===== src/rtl/control_sequencer_if.sv =====
// Datapath control bundle: the instruction word flowing into the sequencer
// and every strobe, ALU select and debug output flowing back out.
interface control_sequencer_if;
  logic [31:0] IR;
  logic        Gra, Grb, Grc, Rin, Rout, BAout;
  logic        HIin, LOin, HIout, LOout;
  logic        Zhighout, Zlowout, Zin, Yin;
  logic        MDRout, MDRin, MARin;
  logic        PCout, PCin, IRin, IncPC, Cout;
  logic        read, write;
  logic [4:0]  opcode;
  logic        run;
  logic [3:0]  present_state;

  // Sequencer side: consumes IR, drives all control outputs
  modport master (
    input  IR,
    output Gra, Grb, Grc, Rin, Rout, BAout,
    output HIin, LOin, HIout, LOout,
    output Zhighout, Zlowout, Zin, Yin,
    output MDRout, MDRin, MARin,
    output PCout, PCin, IRin, IncPC, Cout,
    output read, write,
    output opcode, run, present_state
  );

  // Datapath side: supplies IR, obeys the control outputs
  modport slave (
    output IR,
    input  Gra, Grb, Grc, Rin, Rout, BAout,
    input  HIin, LOin, HIout, LOout,
    input  Zhighout, Zlowout, Zin, Yin,
    input  MDRout, MDRin, MARin,
    input  PCout, PCin, IRin, IncPC, Cout,
    input  read, write,
    input  opcode, run, present_state
  );
endinterface


===== src/rtl/control_sequencer.sv =====
// Moore-style control sequencer: shared three-cycle fetch, then an
// opcode-dependent execute sequence of up to five more cycles.
// A halt instruction parks the machine until clear.
module control_sequencer (
  input  logic                       clock,
  input  logic                       clear,
  control_sequencer_if.master        bus
);

  typedef enum logic [3:0] {
    S_DEFAULT = 4'd0,
    S_T0      = 4'd1,
    S_T1      = 4'd2,
    S_T2      = 4'd3,
    S_T3      = 4'd4,
    S_T4      = 4'd5,
    S_T5      = 4'd6,
    S_T6      = 4'd7,
    S_T7      = 4'd8,
    S_HALT    = 4'd9
  } state_t;

  localparam logic [4:0] OP_LD   = 5'b00000;
  localparam logic [4:0] OP_LDI  = 5'b00001;
  localparam logic [4:0] OP_ST   = 5'b00010;
  localparam logic [4:0] OP_ADD  = 5'b00011;
  localparam logic [4:0] OP_SUB  = 5'b00100;
  localparam logic [4:0] OP_AND  = 5'b00101;
  localparam logic [4:0] OP_OR   = 5'b00110;
  localparam logic [4:0] OP_ADDI = 5'b01100;
  localparam logic [4:0] OP_HALT = 5'b11011;

  state_t     state_q, state_d;
  logic [4:0] ir_op;
  logic       unused_ir;
  logic       is_mem;
  logic       is_ldi;
  logic       is_alu;
  logic       is_addi;

  // Only the top five IR bits carry the opcode; the rest belong to the datapath
  assign ir_op     = bus.IR[31:27];
  assign unused_ir = ^bus.IR[26:0];

  // Instruction class flags shared by the next-state and output decoders
  always_comb begin
    is_mem  = (ir_op == OP_LD) || (ir_op == OP_ST);
    is_ldi  = (ir_op == OP_LDI);
    is_alu  = (ir_op == OP_ADD) || (ir_op == OP_SUB) ||
              (ir_op == OP_AND) || (ir_op == OP_OR);
    is_addi = (ir_op == OP_ADDI);
  end

  // State register; clear abandons any partial instruction, even from HALT
  always_ff @(posedge clock) begin
    if (clear) state_q <= S_DEFAULT;
    else       state_q <= state_d;
  end

  // Next state: linear fetch, opcode-dependent execute length, HALT is sticky
  always_comb begin
    state_d = state_q;
    case (state_q)
      S_DEFAULT: state_d = S_T0;
      S_T0:      state_d = S_T1;
      S_T1:      state_d = S_T2;
      S_T2:      state_d = S_T3;
      S_T3: begin
        if (ir_op == OP_HALT)                          state_d = S_HALT;
        else if (is_mem || is_ldi || is_alu || is_addi) state_d = S_T4;
        else                                            state_d = S_T0;
      end
      S_T4:      state_d = S_T5;
      S_T5:      state_d = is_mem ? S_T6 : S_T0;
      S_T6:      state_d = S_T7;
      S_T7:      state_d = S_T0;
      S_HALT:    state_d = S_HALT;
      default:   state_d = S_DEFAULT;
    endcase
  end

  // Output decode from the registered state and the opcode field only
  always_comb begin
    bus.Gra = 1'b0;      bus.Grb = 1'b0;      bus.Grc = 1'b0;
    bus.Rin = 1'b0;      bus.Rout = 1'b0;     bus.BAout = 1'b0;
    bus.HIin = 1'b0;     bus.LOin = 1'b0;     bus.HIout = 1'b0;
    bus.LOout = 1'b0;    bus.Zhighout = 1'b0; bus.Zlowout = 1'b0;
    bus.Zin = 1'b0;      bus.Yin = 1'b0;      bus.MDRout = 1'b0;
    bus.MDRin = 1'b0;    bus.MARin = 1'b0;    bus.PCout = 1'b0;
    bus.PCin = 1'b0;     bus.IRin = 1'b0;     bus.IncPC = 1'b0;
    bus.Cout = 1'b0;     bus.read = 1'b0;     bus.write = 1'b0;
    bus.opcode        = 5'b00000;
    bus.run           = (state_q != S_HALT);
    bus.present_state = state_q;
    case (state_q)
      S_T0: begin
        bus.PCout = 1'b1; bus.MARin = 1'b1; bus.IncPC = 1'b1; bus.Zin = 1'b1;
      end
      S_T1: begin
        bus.Zlowout = 1'b1; bus.PCin = 1'b1; bus.read = 1'b1; bus.MDRin = 1'b1;
      end
      S_T2: begin
        bus.MDRout = 1'b1; bus.IRin = 1'b1;
      end
      S_T3: begin
        if (is_mem || is_ldi) begin
          bus.Grb = 1'b1; bus.BAout = 1'b1; bus.Yin = 1'b1;
        end else if (is_alu || is_addi) begin
          bus.Grb = 1'b1; bus.Rout = 1'b1; bus.Yin = 1'b1;
        end
      end
      S_T4: begin
        if (is_alu) begin
          bus.Grc = 1'b1; bus.Rout = 1'b1; bus.Zin = 1'b1; bus.opcode = ir_op;
        end else if (is_mem || is_ldi || is_addi) begin
          bus.Cout = 1'b1; bus.Zin = 1'b1; bus.opcode = OP_ADD;
        end
      end
      S_T5: begin
        bus.Zlowout = 1'b1;
        if (is_mem) begin
          bus.MARin = 1'b1;
        end else begin
          bus.Gra = 1'b1; bus.Rin = 1'b1;
        end
      end
      S_T6: begin
        if (ir_op == OP_ST) begin
          bus.Gra = 1'b1; bus.Rout = 1'b1; bus.MDRin = 1'b1;
        end else begin
          bus.read = 1'b1; bus.MDRin = 1'b1;
        end
      end
      S_T7: begin
        if (ir_op == OP_ST) begin
          bus.write = 1'b1;
        end else begin
          bus.MDRout = 1'b1; bus.Gra = 1'b1; bus.Rin = 1'b1;
        end
      end
      default: ;
    endcase
  end

endmodule


===== src/flat_wrapper.sv =====
// flat-port wrapper written by rule: the top's interface ports become plain ports
module control_sequencer_flat 
  (clock, clear, bus_IR, bus_Gra, bus_Grb, bus_Grc, bus_Rin, bus_Rout, bus_BAout, bus_HIin, bus_LOin, bus_HIout, bus_LOout, bus_Zhighout, bus_Zlowout, bus_Zin, bus_Yin, bus_MDRout, bus_MDRin, bus_MARin, bus_PCout, bus_PCin, bus_IRin, bus_IncPC, bus_Cout, bus_read, bus_write, bus_opcode, bus_run, bus_present_state);
  control_sequencer_if bus_i ();
  input  logic clock;
  input  logic clear;
  input wire logic [$bits(bus_i.IR)-1:0] bus_IR;
  output wire logic [$bits(bus_i.Gra)-1:0] bus_Gra;
  output wire logic [$bits(bus_i.Grb)-1:0] bus_Grb;
  output wire logic [$bits(bus_i.Grc)-1:0] bus_Grc;
  output wire logic [$bits(bus_i.Rin)-1:0] bus_Rin;
  output wire logic [$bits(bus_i.Rout)-1:0] bus_Rout;
  output wire logic [$bits(bus_i.BAout)-1:0] bus_BAout;
  output wire logic [$bits(bus_i.HIin)-1:0] bus_HIin;
  output wire logic [$bits(bus_i.LOin)-1:0] bus_LOin;
  output wire logic [$bits(bus_i.HIout)-1:0] bus_HIout;
  output wire logic [$bits(bus_i.LOout)-1:0] bus_LOout;
  output wire logic [$bits(bus_i.Zhighout)-1:0] bus_Zhighout;
  output wire logic [$bits(bus_i.Zlowout)-1:0] bus_Zlowout;
  output wire logic [$bits(bus_i.Zin)-1:0] bus_Zin;
  output wire logic [$bits(bus_i.Yin)-1:0] bus_Yin;
  output wire logic [$bits(bus_i.MDRout)-1:0] bus_MDRout;
  output wire logic [$bits(bus_i.MDRin)-1:0] bus_MDRin;
  output wire logic [$bits(bus_i.MARin)-1:0] bus_MARin;
  output wire logic [$bits(bus_i.PCout)-1:0] bus_PCout;
  output wire logic [$bits(bus_i.PCin)-1:0] bus_PCin;
  output wire logic [$bits(bus_i.IRin)-1:0] bus_IRin;
  output wire logic [$bits(bus_i.IncPC)-1:0] bus_IncPC;
  output wire logic [$bits(bus_i.Cout)-1:0] bus_Cout;
  output wire logic [$bits(bus_i.read)-1:0] bus_read;
  output wire logic [$bits(bus_i.write)-1:0] bus_write;
  output wire logic [$bits(bus_i.opcode)-1:0] bus_opcode;
  output wire logic [$bits(bus_i.run)-1:0] bus_run;
  output wire logic [$bits(bus_i.present_state)-1:0] bus_present_state;
  assign bus_i.IR = bus_IR;
  assign bus_Gra = bus_i.Gra;
  assign bus_Grb = bus_i.Grb;
  assign bus_Grc = bus_i.Grc;
  assign bus_Rin = bus_i.Rin;
  assign bus_Rout = bus_i.Rout;
  assign bus_BAout = bus_i.BAout;
  assign bus_HIin = bus_i.HIin;
  assign bus_LOin = bus_i.LOin;
  assign bus_HIout = bus_i.HIout;
  assign bus_LOout = bus_i.LOout;
  assign bus_Zhighout = bus_i.Zhighout;
  assign bus_Zlowout = bus_i.Zlowout;
  assign bus_Zin = bus_i.Zin;
  assign bus_Yin = bus_i.Yin;
  assign bus_MDRout = bus_i.MDRout;
  assign bus_MDRin = bus_i.MDRin;
  assign bus_MARin = bus_i.MARin;
  assign bus_PCout = bus_i.PCout;
  assign bus_PCin = bus_i.PCin;
  assign bus_IRin = bus_i.IRin;
  assign bus_IncPC = bus_i.IncPC;
  assign bus_Cout = bus_i.Cout;
  assign bus_read = bus_i.read;
  assign bus_write = bus_i.write;
  assign bus_opcode = bus_i.opcode;
  assign bus_run = bus_i.run;
  assign bus_present_state = bus_i.present_state;
  control_sequencer u_core (.clock(clock), .clear(clear), .bus(bus_i));
endmodule

===== config.mk =====
export PLATFORM = sky130hd
export DESIGN_NAME = control_sequencer_flat
export DESIGN_NICKNAME = d
export VERILOG_FILES = /design/src/rtl/control_sequencer_if.sv /design/src/rtl/control_sequencer.sv /design/src/flat_wrapper.sv
export SDC_FILE = /design/constraint.sdc
export NUM_CORES = 1
export LEC_CHECK = 0
export ABC_AREA = 0
export CAP_MARGIN = 20
export CORE_ASPECT_RATIO = 0.6
export CORE_UTILIZATION = 33
export CTS_BUF_LIST = sky130_fd_sc_hd__clkbuf_16
export DETAILED_ROUTE_END_ITERATION = 12
export HOLD_SLACK_MARGIN = 0.05
export PLACE_DENSITY = 0.93
export SETUP_SLACK_MARGIN = 0.02
export SLEW_MARGIN = 20
export SYNTH_ARGS = -nofsm -noshare
export SYNTH_HDL_FRONTEND = slang
export SYNTH_SLANG_ARGS = --single-unit

===== constraint.sdc =====
create_clock -name clock -period 3.55 [get_ports clock]
set_input_delay 0.5325 -clock clock [delete_from_list [all_inputs] [get_ports clock]]
set_output_delay 0.5325 -clock clock [all_outputs]
set_load 0.05 [all_outputs]

# Word-level counts from Yosys, hierarchy flattened

Cells that the tools add are included.

Eq/ne operators: 18
Multiplexer cells: 36
Reductions and logical operators: 14

Operators by type and width:

| cell                                                            | count |
|---|---|
| 4-bit case mux with 9 select lines                              | 1 |
| 1-bit 2-to-1 mux                                                | 22 |
| 4-bit by 3-bit == test with 1-bit output, second input constant | 4 |
| 5-bit by 3-bit == test with 1-bit output, second input constant | 3 |
| 5-bit by 2-bit == test with 1-bit output, second input constant | 2 |
| 5-bit 2-to-1 mux                                                | 2 |
| 1-bit case mux with 2 select lines                              | 5 |
| 1-bit logical OR                                                | 9 |
| 4-bit by 2-bit == test with 1-bit output, second input constant | 2 |
| 4-bit == test, second input constant                            | 2 |
| 3-bit 2-to-1 mux                                                | 2 |
| 1-bit case mux with 3 select lines                              | 2 |
| 2-bit OR reduction                                              | 3 |
| 5-bit by 1-bit == test with 1-bit output, second input constant | 1 |
| 5-bit by 4-bit == test with 1-bit output, second input constant | 1 |
| 5-bit == test, second input constant                            | 1 |
| 5-bit logical NOT                                               | 1 |
| 4-bit by 1-bit == test with 1-bit output, second input constant | 1 |
| 4-bit logical NOT                                               | 1 |
| 4-bit 2-to-1 mux                                                | 1 |
| 4-bit != test, second input constant                            | 1 |
| 2-bit 2-to-1 mux                                                | 1 |

Flip-flop bits (word level): 4
Input port bits: 34
Output and inout bits: 34
Logic and storage cells: 69

# Depth between registers and ports, before layout

Depth in word-level cells: 9
Gate-level depth with buffers: 5

# Worst setup path before layout

OpenSTA, ideal clock, no wires.

Path kind: register to output
Start: register u_core.state_q[1], in the netlist u_core.bus.present_state[1]
End: output port bus_MDRout
Data arrival time: 2.613 ns
Data required time: 3.017 ns
Path slack: 0.405 ns
Stages on the path, launching flop included: 5
Path buffers: 1
Path through: dfxtp_1 clkbuf_1 nand2_1 nor3_1 or2_1

Longest elaborated chain between the ends: 2
Elaborated cells between the ends (all ways): 3
Classes of those cells: eq/ne: 2; mux: 1

Ends and longest elaborated chain:

| what                                                                      | line                    | source |
|---|---|---|
| from (decl)                                                               | control_sequencer.sv:33 | `state_t state_q, state_d;` |
| from (signal assigned)                                                    | control_sequencer.sv:57 | `else state_q <= state_d;` |
| 4-bit == test or 4-bit by 2-bit == test with 1-bit output (tied branches) | control_sequencer.sv:95 | `case (state_q)` |
| 1-bit case mux with 2 select lines *                                      | control_sequencer.sv:95 |  |
| to (decl)                                                                 | flat_wrapper.sv:22      | `output wire logic [$bits(bus_i.MDRout)-1:0] bus_MDRout;` |

Every way passes the cells marked *; elsewhere a longest branch is shown, timed or not.

# Worst setup path in the final report

Start: input port bus_IR[30]
End: output port bus_MDRout

Longest elaborated chain between the ends: 3

Ends and longest elaborated chain:

| what                                     | line                     | source |
|---|---|---|
| from (decl)                              | flat_wrapper.sv:7        | `input wire logic [$bits(bus_i.IR)-1:0] bus_IR;` |
| 5-bit by 2-bit == test with 1-bit output | control_sequencer.sv:135 | `if (ir_op == OP_ST) begin` |
| 1-bit 2-to-1 mux                         | control_sequencer.sv:135 |  |
| 1-bit case mux with 2 select lines       | control_sequencer.sv:95  |  |

Every way passes these cells.

==> metrics.txt <==
Critical Path, Cell by Cell=clkdlybuf4s50_1 > nor4_4 > a211oi_1 > or2_1 > clkdlybuf4s50_1; outcome=completed; Hold Path Class=flip-flop to flip-flop; total CTS buffers=3; number of antenna violations at the first check in global routing=0; share of post-route cells with drive strength above 1=13.6%; FFs w/ async S/R, synth=0%; dominant delay contributor by cell family on the critical path=buffers and inverters; routed via count=883; fraction of power spent switching nets=37.7%; Worst Path Max Fanout=13; Synthesis Warnings=0; cell internal pwr=238 uW; data arrival at the endpoint of the critical path=2810 ps; number of antenna diodes=0; number of resized instances in the post-cts repair step=0; fraction of the yosys area taken by sequential cells=11.0%; total of flip-flops plus latches after synthesis=4; Yosys cell types=40; most frequently used flop master after synthesis=sky130_fd_sc_hd__dfxtp_1; area growth from synthesis to layout=49.1%; clock root buffer=sky130_fd_sc_hd__clkbuf_16; Least-Margin Pin Slew=557 ps; Clock power frac=46.4%; number of hold-repair buffers added at the cts stage=0; maximum vdd drop=0.175 mV; routed length per instance=14.8 microns; Vert. Die Dim=38.5 microns; overall die area=0.00241 sq mm; All-Layer GR Usage=20.9%; total overflow reported by the global router=0; static leakage=0.000422 uW; Crit path required time=3020 ps; count of placed standard cells in the final layout, fillers left out=160; crit start category=primary input; crit-path max cell delay=700 ps; GRT met3 Usage=2.98%; global-route wire length before repair=3800 microns; switching power of the nets=145 uW; max-slew headroom at the worst pin=62.8%; number of instances in the synthesized netlist=105; post-CTS clock slew at the launch and capture registers of the worst setup and hold paths=30 ps; Commonest cells post-synth=9 x sky130_fd_sc_hd__buf_4, 7 x sky130_fd_sc_hd__a21oi_1, 7 x sky130_fd_sc_hd__nand2_1, 7 x sky130_fd_sc_hd__nand2b_1, 6 x sky130_fd_sc_hd__nor2_1; # fillers=172; total of buffers placed on input and output ports=33; cell types occupying the most area after synthesis=sky130_fd_sc_hd__dfxtp_1 11%, sky130_fd_sc_hd__buf_4 9.2%, sky130_fd_sc_hd__nand2b_1 6.0%, sky130_fd_sc_hd__a21oi_1 4.8%, sky130_fd_sc_hd__o21a_1 4.1%; effective utilization at floorplan=37.2%; antenna-violating nets left=0; CP bufs+invs=2; pin count of the biggest net entering global routing=20; met1 usage=27.8%; drt drc=0; maximum operating frequency=299 MHz; first-pass detailed-route iteration total=4; worst clock skew=1.75 ps; kind of critical path=primary input to output pin; portion of total power attributed to combinational logic=38.2%; chip width=62.8 microns; Total Neg Setup Slack=0 ps; Total Routed Length=2360 microns; Top cell by count, worst path=sky130_fd_sc_hd__clkdlybuf4s50_1; vias in the first global route=751; Hold Vio Cnt, Final=0; CP Capture Type=output pin; max-cap violation count=0; area share of the largest cell type after synthesis=11.0%; number of instances in the placed design=157; shortest period the worst path allows=3340 ps; insertion delay to the later sink of the worst-skew pair=230 ps; cell area after synthesis=731 sq um; TritonCTS clock tree=done; total number of clock tree sinks=4; met2 track demand over resource=35.3%; estimated wirelength of the detail-placed design=1750 microns; worst-case clock buffer depth=2; max FFs per register=4; violation count after the first detailed-route iteration=115; area leader, netlist=sky130_fd_sc_hd__dfxtp_1; Worst path slowest cell=sky130_fd_sc_hd__clkdlybuf4s50_1; I/O pin count=68; weighted congestion at the end of routability-driven global placement=0.879; count of flip-flops with a built-in enable after synthesis=0; Post-CTS Setup Bufs=0; total number of nets in the final design=168; average size of a mapped cell=6.96 sq um; RSZ-0062 raised after global routing=false; floorplan core area=0.00197 sq mm; cell with the most instances after synthesis=sky130_fd_sc_hd__buf_4; sequential cell area=80.1 sq um; setup violators final=0; CTS HTree Levels=1; layer with the highest usage after global routing=met2; fraction of power consumed by sequential logic=15.3%; areal power density over the cells=351 mW/mm^2; final slew viol count=0; crit share post-route=94.2%; vias per cell=5.52; row count=12; area used by multi-input combinational logic=561 sq um
[through the flow]
| stage | util [%] | power [uW] | setup WS, ps | hold WS [ps] | area (sq um) |
|---|---|---|---|---|---|
| floorplan | - | 168 | 405 | 597 | 753 |
| global placement | 51.6 | 200 | 295 | 664 | 1010 |
| detailed placement | 51.6 | 204 | 223 | 665 | 1010 |
| CTS | 55.4 | 383 | 211 | 684 | 1090 |
| global route | 55.4 | 396 | 86.8 | 750 | 1090 |
| finish | 55.4 | 383 | 206 | 694 | 1090 |
[layer usage]
metal	routed length, microns	share of wire [%]
met2	1170	49
met1	1040	44
met5	0	0
met4	17	0.72
met3	137	5.8
[cells in the final DEF, fill, tap and decap left out, drive strengths merged, types with 3 or more instances in the layout]
cell | netlist | final
nor2 | 6 | 6
nand2b | 7 | 7
conb | 1 | 7
dfxtp | 4 | 4
nand2 | 7 | 7
a21o | 3 | 3
clkbuf | 5 | 3
a211oi | 3 | 3
clkdlybuf4s50 | 0 | 26
nand3b | 3 | 3
nor3 | 5 | 5
nor2b | 4 | 4
inv | 3 | 3
a21oi | 7 | 7
and2 | 3 | 3
a211o | 3 | 3
o21a | 4 | 4
or2 | 4 | 4
buf | 12 | 9
[cell families (layout without fill, tap and decap cells)]
family	Yosys count	after routing	share of synthesized area, %
multiplexers	1	1	1.37
other	1	7	0.513
AO/OA/AOI/OAI	29	29	30.1
adder cells (fa/ha/maj)	1	1	1.37
AND/OR/NAND/NOR	49	49	40.2
buffers and inverters	20	41	15.4
flip-flops	4	4	11.0
[layout make-up]
type,instances,share of cell area (%)
Clock buffer,3,6.89
Sequential cell,4,7.35
Tap cell,28,3.21
Multi-Input combinational cell,87,51.4
Timing Repair Buffer,35,30.1
Inverter,3,1.03
[final timing paths]
| kind | startpoint | endpoint | slack [ps] | depth (start not counted) |
|---|---|---|---|---|
| worst min register to register | u_core.bus.present_state[3] | u_core.bus.present_state[0] | 690 | 2 |
| worst max register to register | u_core.bus.present_state[2] | u_core.bus.present_state[2] | 1980 | 3 |
| worst max-delay path | bus_IR[30] | bus_MDRout | 210 | 5 |
| worst min-delay path | u_core.bus.present_state[3] | u_core.bus.present_state[0] | 690 | 2 |
[power by group through the flow]
stage	sequential, uW	clock [uW]	combinational [uW]
6_report	58.7	178	146
5_1_grt	60.3	181	154
4_1_cts	58.4	178	146
3_5_place_dp	58.8	0	145
3_3_place_gp	58.7	0	141
2_1_floorplan	61.4	0	107
[tightest hold or removal path, stage by stage, from the launching register on]
cell	delay, ps
sky130_fd_sc_hd__dfxtp_1	440
sky130_fd_sc_hd__inv_1	130
sky130_fd_sc_hd__a21oi_1	70
Power figures use the tool's default switching activity.
==> variant (same settings) <==
Register the input `clear` before use, without a reset. The logic sees it one clock later. The other inputs are not delayed to match.
--- a/src/rtl/control_sequencer.sv
+++ b/src/rtl/control_sequencer.sv
@@ -30,6 +30,12 @@
   localparam logic [4:0] OP_ADDI = 5'b01100;
   localparam logic [4:0] OP_HALT = 5'b11011;
 
+  logic clear_q;
+
+  always_ff @(posedge clock) begin
+    clear_q <= clear;
+  end
+
   state_t     state_q, state_d;
   logic [4:0] ir_op;
   logic       unused_ir;
@@ -53,7 +59,7 @@
 
   // State register; clear abandons any partial instruction, even from HALT
   always_ff @(posedge clock) begin
-    if (clear) state_q <= S_DEFAULT;
+    if (clear_q) state_q <= S_DEFAULT;
     else       state_q <= state_d;
   end
 
Check against the original RTL: not equivalent (a bounded check fails within 4 cycles, from zero or initial values).
==> variant against the unedited design <==
Total power up 2.8%; hold slack worse by 0.19 ns; area after synthesis down 3.9%; wire length down 15%; register-to-register slack worse by 0.11 ns; sequential share of layout area up 2.0 points; worst setup slack worse by 0.0055 ns; cell area down 2.1%; sequential cell count up 1; critical path type unchanged.
==> variant: results (changes against the unedited design) <==
[run_status]
result_of_the_run = completed

[yosys]
synth_cell_types = 39  ; -2.5%
netlist_instances = 107  ; +1.9%
synth_compound_gate_area_share = 0.219  ; -0.0821
parity_gate_share_of_the_synthesized_area_counting_xor_and_xnor_cells = 0.0125  ; +0.0125
synth_warnings = 0  ; unchanged
portion_of_the_post_synthesis_area_used_by_sequential_elements = 0.143  ; +0.0330
yosys.area_share.adder = 0  ; -0.0137
synth.area.top_cells = dfxtp_1 (14%), nor2_1 (10%), buf_4 (9.6%), nand2b_1 (6.2%), nand2_1 (4.8%)
async_reset_ff_frac = 0  ; unchanged
synth_mux_area_frac = 0  ; -0.0137
synth_common_cells = nor2_1 (19), buf_4 (9), nand2_1 (9)

[cts]
numCtsBuffers = 3  ; unchanged
worst_setup_hold_path_clk_slew_ns = 0.04
ctsResizeCount = 0  ; unchanged
htree_depth = 1  ; unchanged
clkLatencyLatePin_ns = 0.23  ; about the same
cts-root-buf = clkbuf_16
cts_setup_buffers = 0  ; unchanged
clk_path_buf_depth = 2  ; unchanged

[finish]
drive_gt1_frac = 0.156  ; +0.0192
largest_register_ff_count = 4  ; unchanged
final_nets = 170  ; +1.2%
antennaDiodeCount = 0  ; unchanged

[place]
numPortBuffers = 33  ; unchanged
placed_cells_incl_taps = 159  ; +1.3%
gpl.final_weighted_congestion = 0.826  ; -6.0%
placement.cell_area_um2 = 988  ; -2.6%
hpwlAfterDp_um = 1450  ; -17%

[timing]
worst_slew_pin_slew_ns = 0.567  ; +0.0101 ns
finalSetupViolCount = 0  ; unchanged
worst_clock_skew_ns = 0.00424  ; +0.00249 ns

[critical_path]
rr_startpoint = u_core.bus.present_state[2]
cp-startpoint = bus_IR[27]
timing.critical_path.arrival_ns = 2.82  ; about the same
critical_path.max_fanout = 9  ; -4

[global_routing]
grt_first_pass_wirelength_um = 3110  ; -18%
number_of_antenna_violations_at_the_first_check_in_global_routing = 0  ; unchanged
grt_max_degree = 19  ; -5.0%
via_count_of_the_first_global_routing_pass = 670  ; -11%
globalRouteOverflowTotal = 0  ; unchanged
grt.total_usage = 0.185  ; -0.0240

[pwr]
p_leak_nw = 0.432  ; +2.4%
max-vdd-ir-drop_mv = 0.220  ; +26%

[drt]
first_iter_violations = 77  ; -33%
finalWirelength_um = 2010  ; -15%
num_vias = 851  ; -3.6%
first_pass_iters = 4  ; unchanged
post_drt_via_cell_ratio = 5.22  ; -5.4%

[min_path]
hold_start = u_core.clear_q
worst_hold_path_type = reg2reg

-- variant: layout make-up --
class	instances	area, µm²
clock inverter	1	3.75
multi-input combinational	89	513
tap	28	35.0
fill	184	855
sequential	5	100
timing repair buffer	35	333
inverter	2	7.51
clock buffer	3	75.1
-- variant: worst paths after layout --
kind	end	slack (ns)	depth (start not counted)
min	u_core.bus.present_state[0]	0.50	1
max	bus_Rin	0.20	6
min reg2reg	u_core.bus.present_state[0]	0.50	1
max reg2reg	u_core.bus.present_state[3]	1.87	4
-- variant: cell families (layout without fill, tap and decap cells) --
kind of cell	count (synthesis)	in the layout
other	1	7
buffers and inverters	19	41
DFF	5	5
and+or+nand+nor	59	59
xor gates and xnor gates	1	1
AOI/OAI and AO/OA	22	22
-- variant: power by group --
group	total [mW]	switching, mW	internal (mW)	leakage, nW
combinational	0.140	0.0972	0.0431	0.348
sequential	0.0681	0.00839	0.0597	0.0413
clock	0.185	0.0390	0.146	0.0423
total	0.394	0.145	0.249	0.432
-- variant: per-layer routing --
layer | up-vias | wire length [µm] | GRT usage
li1 | 417 | - | -
met1 | 373 | 869 | 0.257
met2 | 55 | 902 | 0.269
met3 | 6 | 199 | 0.0554
met4 | 0 | 34 | 0.0611
met5 | - | 0 | 0
-- variant: worst max-delay path, cell delays in order --
cell and delay [ns]:
clkdlybuf4s50_1 0.59, nor4_4 0.46, nand2_1 0.23, a2bb2oi_1 0.22, nor2_1 0.07, clkdlybuf4s50_1 0.70
-- variant: per-stage QoR --
step,setup WS (ns),total power [mW]
floorplan,0.307,0.177
global placement,0.305,0.205
detailed placement,0.225,0.208
CTS,0.214,0.392
global route,0.0769,0.407
finish,0.200,0.394
